==> src/rtl/dmem_mmio_responder.sv <==
// MMIO responder on the data-memory port: key-event FIFO, game tick timer, RAM pass-through.
// Define MMIO_LED_EN to add the read/write LED register at offset 0x04.
module dmem_mmio_responder #(
    parameter int          FIFO_DEPTH = 8,
    parameter int          TICK_DIV   = 1000000,
    parameter logic [11:0] MMIO_BASE  = 12'hF00
) (
    input  logic        clock,
    input  logic        reset,
    input  logic [11:0] address_dmem,
    input  logic [31:0] data,
    input  logic        wren,
    input  logic        rden,
    output logic [31:0] q_dmem,
    input  logic [31:0] q_ram,
    output logic        wren_ram,
    input  logic        key_valid,
    input  logic [7:0]  key_code,
    output logic        key_ready,
    output logic [15:0] led
);

    localparam int PTR_W = $clog2(FIFO_DEPTH);
    localparam int CNT_W = PTR_W + 1;
    localparam int DIV_W = $clog2(TICK_DIV);
    localparam logic [CNT_W-1:0] DEPTH_C  = CNT_W'(FIFO_DEPTH);
    localparam logic [DIV_W-1:0] DIV_LAST = DIV_W'(TICK_DIV - 1);

    logic             sel;
    logic [7:0]       off;
    logic             wr_sel;
    logic [7:0]       key_mem [FIFO_DEPTH];
    logic [PTR_W-1:0] head_q, head_d, tail_q, tail_d;
    logic [CNT_W-1:0] count_q, count_d;
    logic [7:0]       count8;
    logic             ovf_q, ovf_d;
    logic [DIV_W-1:0] div_q, div_d;
    logic [31:0]      tick_cnt_q, tick_cnt_d;
    logic             flag_q, flag_d;
    logic             empty, full, pop, push, tick;
    logic [31:0]      mmio_rdata;

    assign sel    = (address_dmem[11:8] == MMIO_BASE[11:8]);
    assign off    = address_dmem[7:0];
    assign wr_sel = wren & sel;
    assign empty  = (count_q == '0);
    assign full   = (count_q == DEPTH_C);
    assign count8 = 8'(count_q);
    assign pop    = rden & sel & (off == 8'h00) & ~empty;
    // A pop in the same cycle frees the slot, so a push at full is still accepted.
    assign push   = key_valid & (~full | pop);
    assign tick   = (div_q == DIV_LAST);

    always_comb begin
        head_d     = head_q;
        tail_d     = tail_q;
        count_d    = count_q;
        ovf_d      = ovf_q;
        div_d      = tick ? '0 : div_q + 1'b1;
        tick_cnt_d = tick ? tick_cnt_q + 32'd1 : tick_cnt_q;
        flag_d     = flag_q;
        if (pop)
            head_d = head_q + 1'b1;
        if (push)
            tail_d = tail_q + 1'b1;
        if (push && !pop)
            count_d = count_q + 1'b1;
        else if (pop && !push)
            count_d = count_q - 1'b1;
        if (wr_sel && off == 8'h01)
            ovf_d = 1'b0;
        if (key_valid && !push)
            ovf_d = 1'b1;
        if (wr_sel && off == 8'h02)
            tick_cnt_d = data;
        if (wr_sel && off == 8'h03 && data[0])
            flag_d = 1'b0;
        if (tick)
            flag_d = 1'b1;
    end

    always_ff @(posedge clock or posedge reset) begin
        if (reset) begin
            head_q     <= '0;
            tail_q     <= '0;
            count_q    <= '0;
            ovf_q      <= 1'b0;
            div_q      <= '0;
            tick_cnt_q <= '0;
            flag_q     <= 1'b0;
        end else begin
            head_q     <= head_d;
            tail_q     <= tail_d;
            count_q    <= count_d;
            ovf_q      <= ovf_d;
            div_q      <= div_d;
            tick_cnt_q <= tick_cnt_d;
            flag_q     <= flag_d;
        end
    end

    // Storage needs no reset: the empty flag masks stale entries.
    always_ff @(posedge clock) begin
        if (push)
            key_mem[tail_q] <= key_code;
    end

`ifdef MMIO_LED_EN
    logic [15:0] led_q, led_d;

    always_comb begin
        led_d = led_q;
        if (wr_sel && off == 8'h04)
            led_d = data[15:0];
    end

    always_ff @(posedge clock or posedge reset) begin
        if (reset)
            led_q <= '0;
        else
            led_q <= led_d;
    end

    assign led = led_q;
`else
    assign led = 16'h0000;
`endif

    always_comb begin
        mmio_rdata = '0;
        case (off)
            8'h00: if (!empty) mmio_rdata = {23'b0, 1'b1, key_mem[head_q]};
            8'h01: mmio_rdata = {16'b0, count8, 5'b0, ovf_q, full, empty};
            8'h02: mmio_rdata = tick_cnt_q;
            8'h03: mmio_rdata = {31'b0, flag_q};
`ifdef MMIO_LED_EN
            8'h04: mmio_rdata = {16'b0, led_q};
`endif
            default: mmio_rdata = '0;
        endcase
    end

    assign q_dmem    = sel ? mmio_rdata : q_ram;
    assign wren_ram  = wren & ~sel;
    assign key_ready = ~full;

endmodule

==> config.mk <==
export PLATFORM = sky130hd
export DESIGN_NAME = dmem_mmio_responder
export DESIGN_NICKNAME = d
export VERILOG_FILES = /design/src/rtl/dmem_mmio_responder.sv
export SDC_FILE = /design/constraint.sdc
export NUM_CORES = 1
export LEC_CHECK = 0
export ABC_CLOCK_PERIOD_IN_PS = 3500
export BUFFER_PORTS_ARGS = -buffer_cell sky130_fd_sc_hd__buf_4
export CELL_PAD_IN_SITES_DETAIL_PLACEMENT = 1
export CELL_PAD_IN_SITES_GLOBAL_PLACEMENT = 2
export CORE_MARGIN = 10
export CORE_UTILIZATION = 25
export DETAILED_ROUTE_END_ITERATION = 6
export PLACE_DENSITY_LB_ADDON = 0.1
export SETUP_SLACK_MARGIN = 0.15
export SYNTH_ARGS = -nofsm -noshare
export SYNTH_HDL_FRONTEND = slang
export SYNTH_SLANG_ARGS = --single-unit
==> constraint.sdc <==
create_clock -name clock -period 3.5 [get_ports clock]
set_clock_uncertainty 0.2 [all_clocks]
set_input_delay 0 -clock clock [delete_from_list [all_inputs] [get_ports clock]]
set_output_delay 0 -clock clock [all_outputs]
set_load 0.05 [all_outputs]
==> out/metrics.csv <==
metric,value,unit
status,completed,
"leading cell type in the layout, fill and taps excluded",buf_4,
H-tree depth,4,
"worst slack, placed",0.239,ns
WP data arrival,3.31,ns
synth-to-layout area growth,37.2,%
routed vias,4860,
leakage,3.43,nW
Yosys top cell by area,edfxtp_1,
post-synthesis simple-gate area fraction,0.155,
antenna violations before repair,0,
port bufs,122,
Clock Tree Root,clkbuf_16,
post-synthesis compound-gate area fraction,0.0875,
"Avg Cell Area, Syn",12.0,um^2
Worst EP required,3.60,ns
post-layout minimum cycle time,3.21,ns
drt total wl,21.0,mm
GRT Util Overall,0.128,
CP endpoint kind,register,
Pre-antenna DRT Iters,4,
total CTS buffers,17,
site row count,58,
post-synthesis mux area share,0.0811,
Hold Crit Class,input pin to register,
CTS sink cnt,128,
Placed Cells,984,
"EDFF count, synth",64,
per-cell routed wire length,19.6,um
vias per cell,4.55,
CP startpoint kind,input pin,
worst path cell trace,"dlygate4sd3_1, buf_4, or4_4, nor4_2, a21oi_1, nand2b_2, inv_2, ha_1, inv_1, ha_1, a21o_1, a21oi_1, xnor2_1, nor2_1, xor2_1",
layout cells sized above 1,0.280,
CP peak stage delay,0.54,ns
Starting Density,0.256,
DP HPWL,15.2,mm
actual slew at the worst max-slew pin,0.747,ns
Diodes inserted,0,
worst reg-to-reg setup slack,0.33,ns
core area,25300,um^2
die area,32800,um^2
Synth Warn #,0,
Power Dens Cells,501,nW/um^2
most frequent cells in the layout,"buf_4, dfrtp_1, edfxtp_1",
Seq cells post-synth,128,
Total Nets Final,822,
Area contributors post-synth,"edfxtp_1, dfrtp_1, mux4_2",
"Cell Area, Synth",6480,um^2
Max-slew headroom,0.501,
fraction of registers with async set/reset,0.500,
DRC viols,0,
CTS tree,done,
total grt overflow,0,
"Primary FF master, synth",edfxtp_1,
Setup TNS Final,0,ns
Detail Route Antenna Nets,0,
Post-Synth XOR/XNOR Area,0.0743,
largest net degree at the start of global routing,39,
# fillers,2760,
Setup CP Type,input pin to register,
dpl cell area,7750,um^2
DRT iter0 DRCs,244,
fmax,312,MHz
clk_lat worst skew,0.43,ns
die height,181,um
post-synthesis adder-cell area fraction,0.0166,
top-area cell type share of the netlist area,0.297,
die span in x,181,um
VDD IR max,285,uV
fin crit share,0.917,
vias in the first global route,5524,
largest family of logic cells by synthesized area,simple AND/OR/NAND/NOR gates,
max cap viols,0,
sequential fraction of the synthesis area,0.544,
GP Congestion,0.771,
RSZ-0062 raised after global routing,yes,
Longest Clk Path Bufs,2,
final hold vios,0,
critical path peak fanout,7,
Cells after Synth,539,
slack of the critical path,0.290,ns
CTS clock-pin slew for the worst setup and hold paths,0.07,ns
final-report setup violation count,0,
Finished Cell Area,8890,um^2
Synth cell types,52,
final non-filler cell total,1068,
global-route wire length before repair,32.8,mm
slowest CP cell,dlygate4sd3_1,
Slew Limit Fails,0,
number of I/O pins,139,
## critical path: cells and delay by family
| family | cells | cell delay [ns] |
|---|---|---|
| AND/OR/NAND/NOR | 4 | 1.16 |
| AO/OA/AOI/OAI | 3 | 0.50 |
| adder cells (fa/ha/maj) | 2 | 0.46 |
| buffers and inverters | 4 | 0.88 |
| XOR/XNOR | 2 | 0.29 |
## stage by stage
stage	total power, mW	hold WS, ns	utilization
global placement	2.59	-0.0360	0.306
floorplan	2.31	-0.101	-
finish	4.45	0.00715	0.351
CTS	4.53	0.00141	0.350
global route	4.67	0.0409	0.351
detailed placement	2.61	-0.0172	0.306
## final cells by class
class | instances | area [um^2] | area share
inverter | 6 | 22.5 | 0.00253
tap | 330 | 413 | 0.0464
multi-input combinational | 380 | 2760 | 0.311
timing repair buffer | 192 | 1570 | 0.177
sequential | 128 | 3520 | 0.396
clock inverter | 15 | 173 | 0.0194
clock buffer | 17 | 425 | 0.0479
## flip-flops by register name (all words and copies together), names as in the netlist
signal      cells
flag_q          1
ovf_q           1
count_q         4
div_q          20
tail_q          3
key_mem        64
tick_cnt_q     32
head_q          3
## logic make-up after synthesis
family / count (synthesis)
simple gates: 185
buf+inv: 46
other cells: 1
xor+xnor: 55
compound gates: 85
flops: 128
fa+ha+maj: 8
mux: 31
## layer usage
| layer | track usage | up-vias | part of all wire |
|---|---|---|---|
| li1 | - | 2334 | - |
| met1 | 0.153 | 2436 | 0.44 |
| met2 | 0.224 | 76 | 0.52 |
| met3 | 0.0276 | 14 | 0.034 |
| met4 | 0.0387 | 0 | 0.011 |
| met5 | 0 | - | 0 |
## where the power goes
| group | internal, mW | switching, mW | total [mW] |
|---|---|---|---|
| Combinational | 0.335 | 0.433 | 0.768 |
| Clock | 1.07 | 0.758 | 1.83 |
| Sequential | 1.75 | 0.103 | 1.85 |
## worst paths after layout
path / from / to / cells after the start
setup / recovery: address_dmem[6] / count_q[3]$_DFFE_PP0P_ / 15
hold / removal: wren / tick_cnt_q[25]$_DFFE_PP0P_ / 3
setup reg to reg: count_q[0]$_DFFE_PP0P_ / count_q[3]$_DFFE_PP0P_ / 14
hold reg to reg: div_q[4]$_DFF_PP0_ / div_q[4]$_DFF_PP0_ / 1
max in group asynchronous: reset / tick_cnt_q[1]$_DFFE_PP0P_ / 4
min in group asynchronous: reset / div_q[5]$_DFF_PP0_ / 3
## Yosys cell counts (3+ instances only)
| cell type | instances |
|---|---|
| dfrtp_1 | 64 |
| edfxtp_1 | 64 |
| nor2_1 | 49 |
| xnor2_1 | 34 |
| nand2_1 | 33 |
| a21oi_1 | 32 |
| nand3_1 | 25 |
| a22o_1 | 24 |
| xor2_1 | 21 |
| buf_4 | 19 |
| mux4_2 | 16 |
| nand4_1 | 15 |
| clkbuf_1 | 13 |
| and3_1 | 12 |
| a22oi_1 | 10 |
| nor3_1 | 10 |
| o21ai_0 | 10 |
| mux2i_1 | 9 |
| and2_1 | 7 |
| ha_1 | 7 |
| and4_1 | 5 |
| inv_1 | 5 |
| nor2b_1 | 5 |
| mux2_2 | 4 |
| nand2b_1 | 4 |
| nor4_1 | 4 |
| o31ai_1 | 4 |
| buf_2 | 3 |
| buf_6 | 3 |
## repair_timing
item,4_1_cts,5_1_grt
resized for setup,0,4
setup buffers,0,0
endpoints found under the hold margin,133,0
endpoints found under the setup margin,0,20
hold buffers,52,0
(Power assumes the default switching activity.)
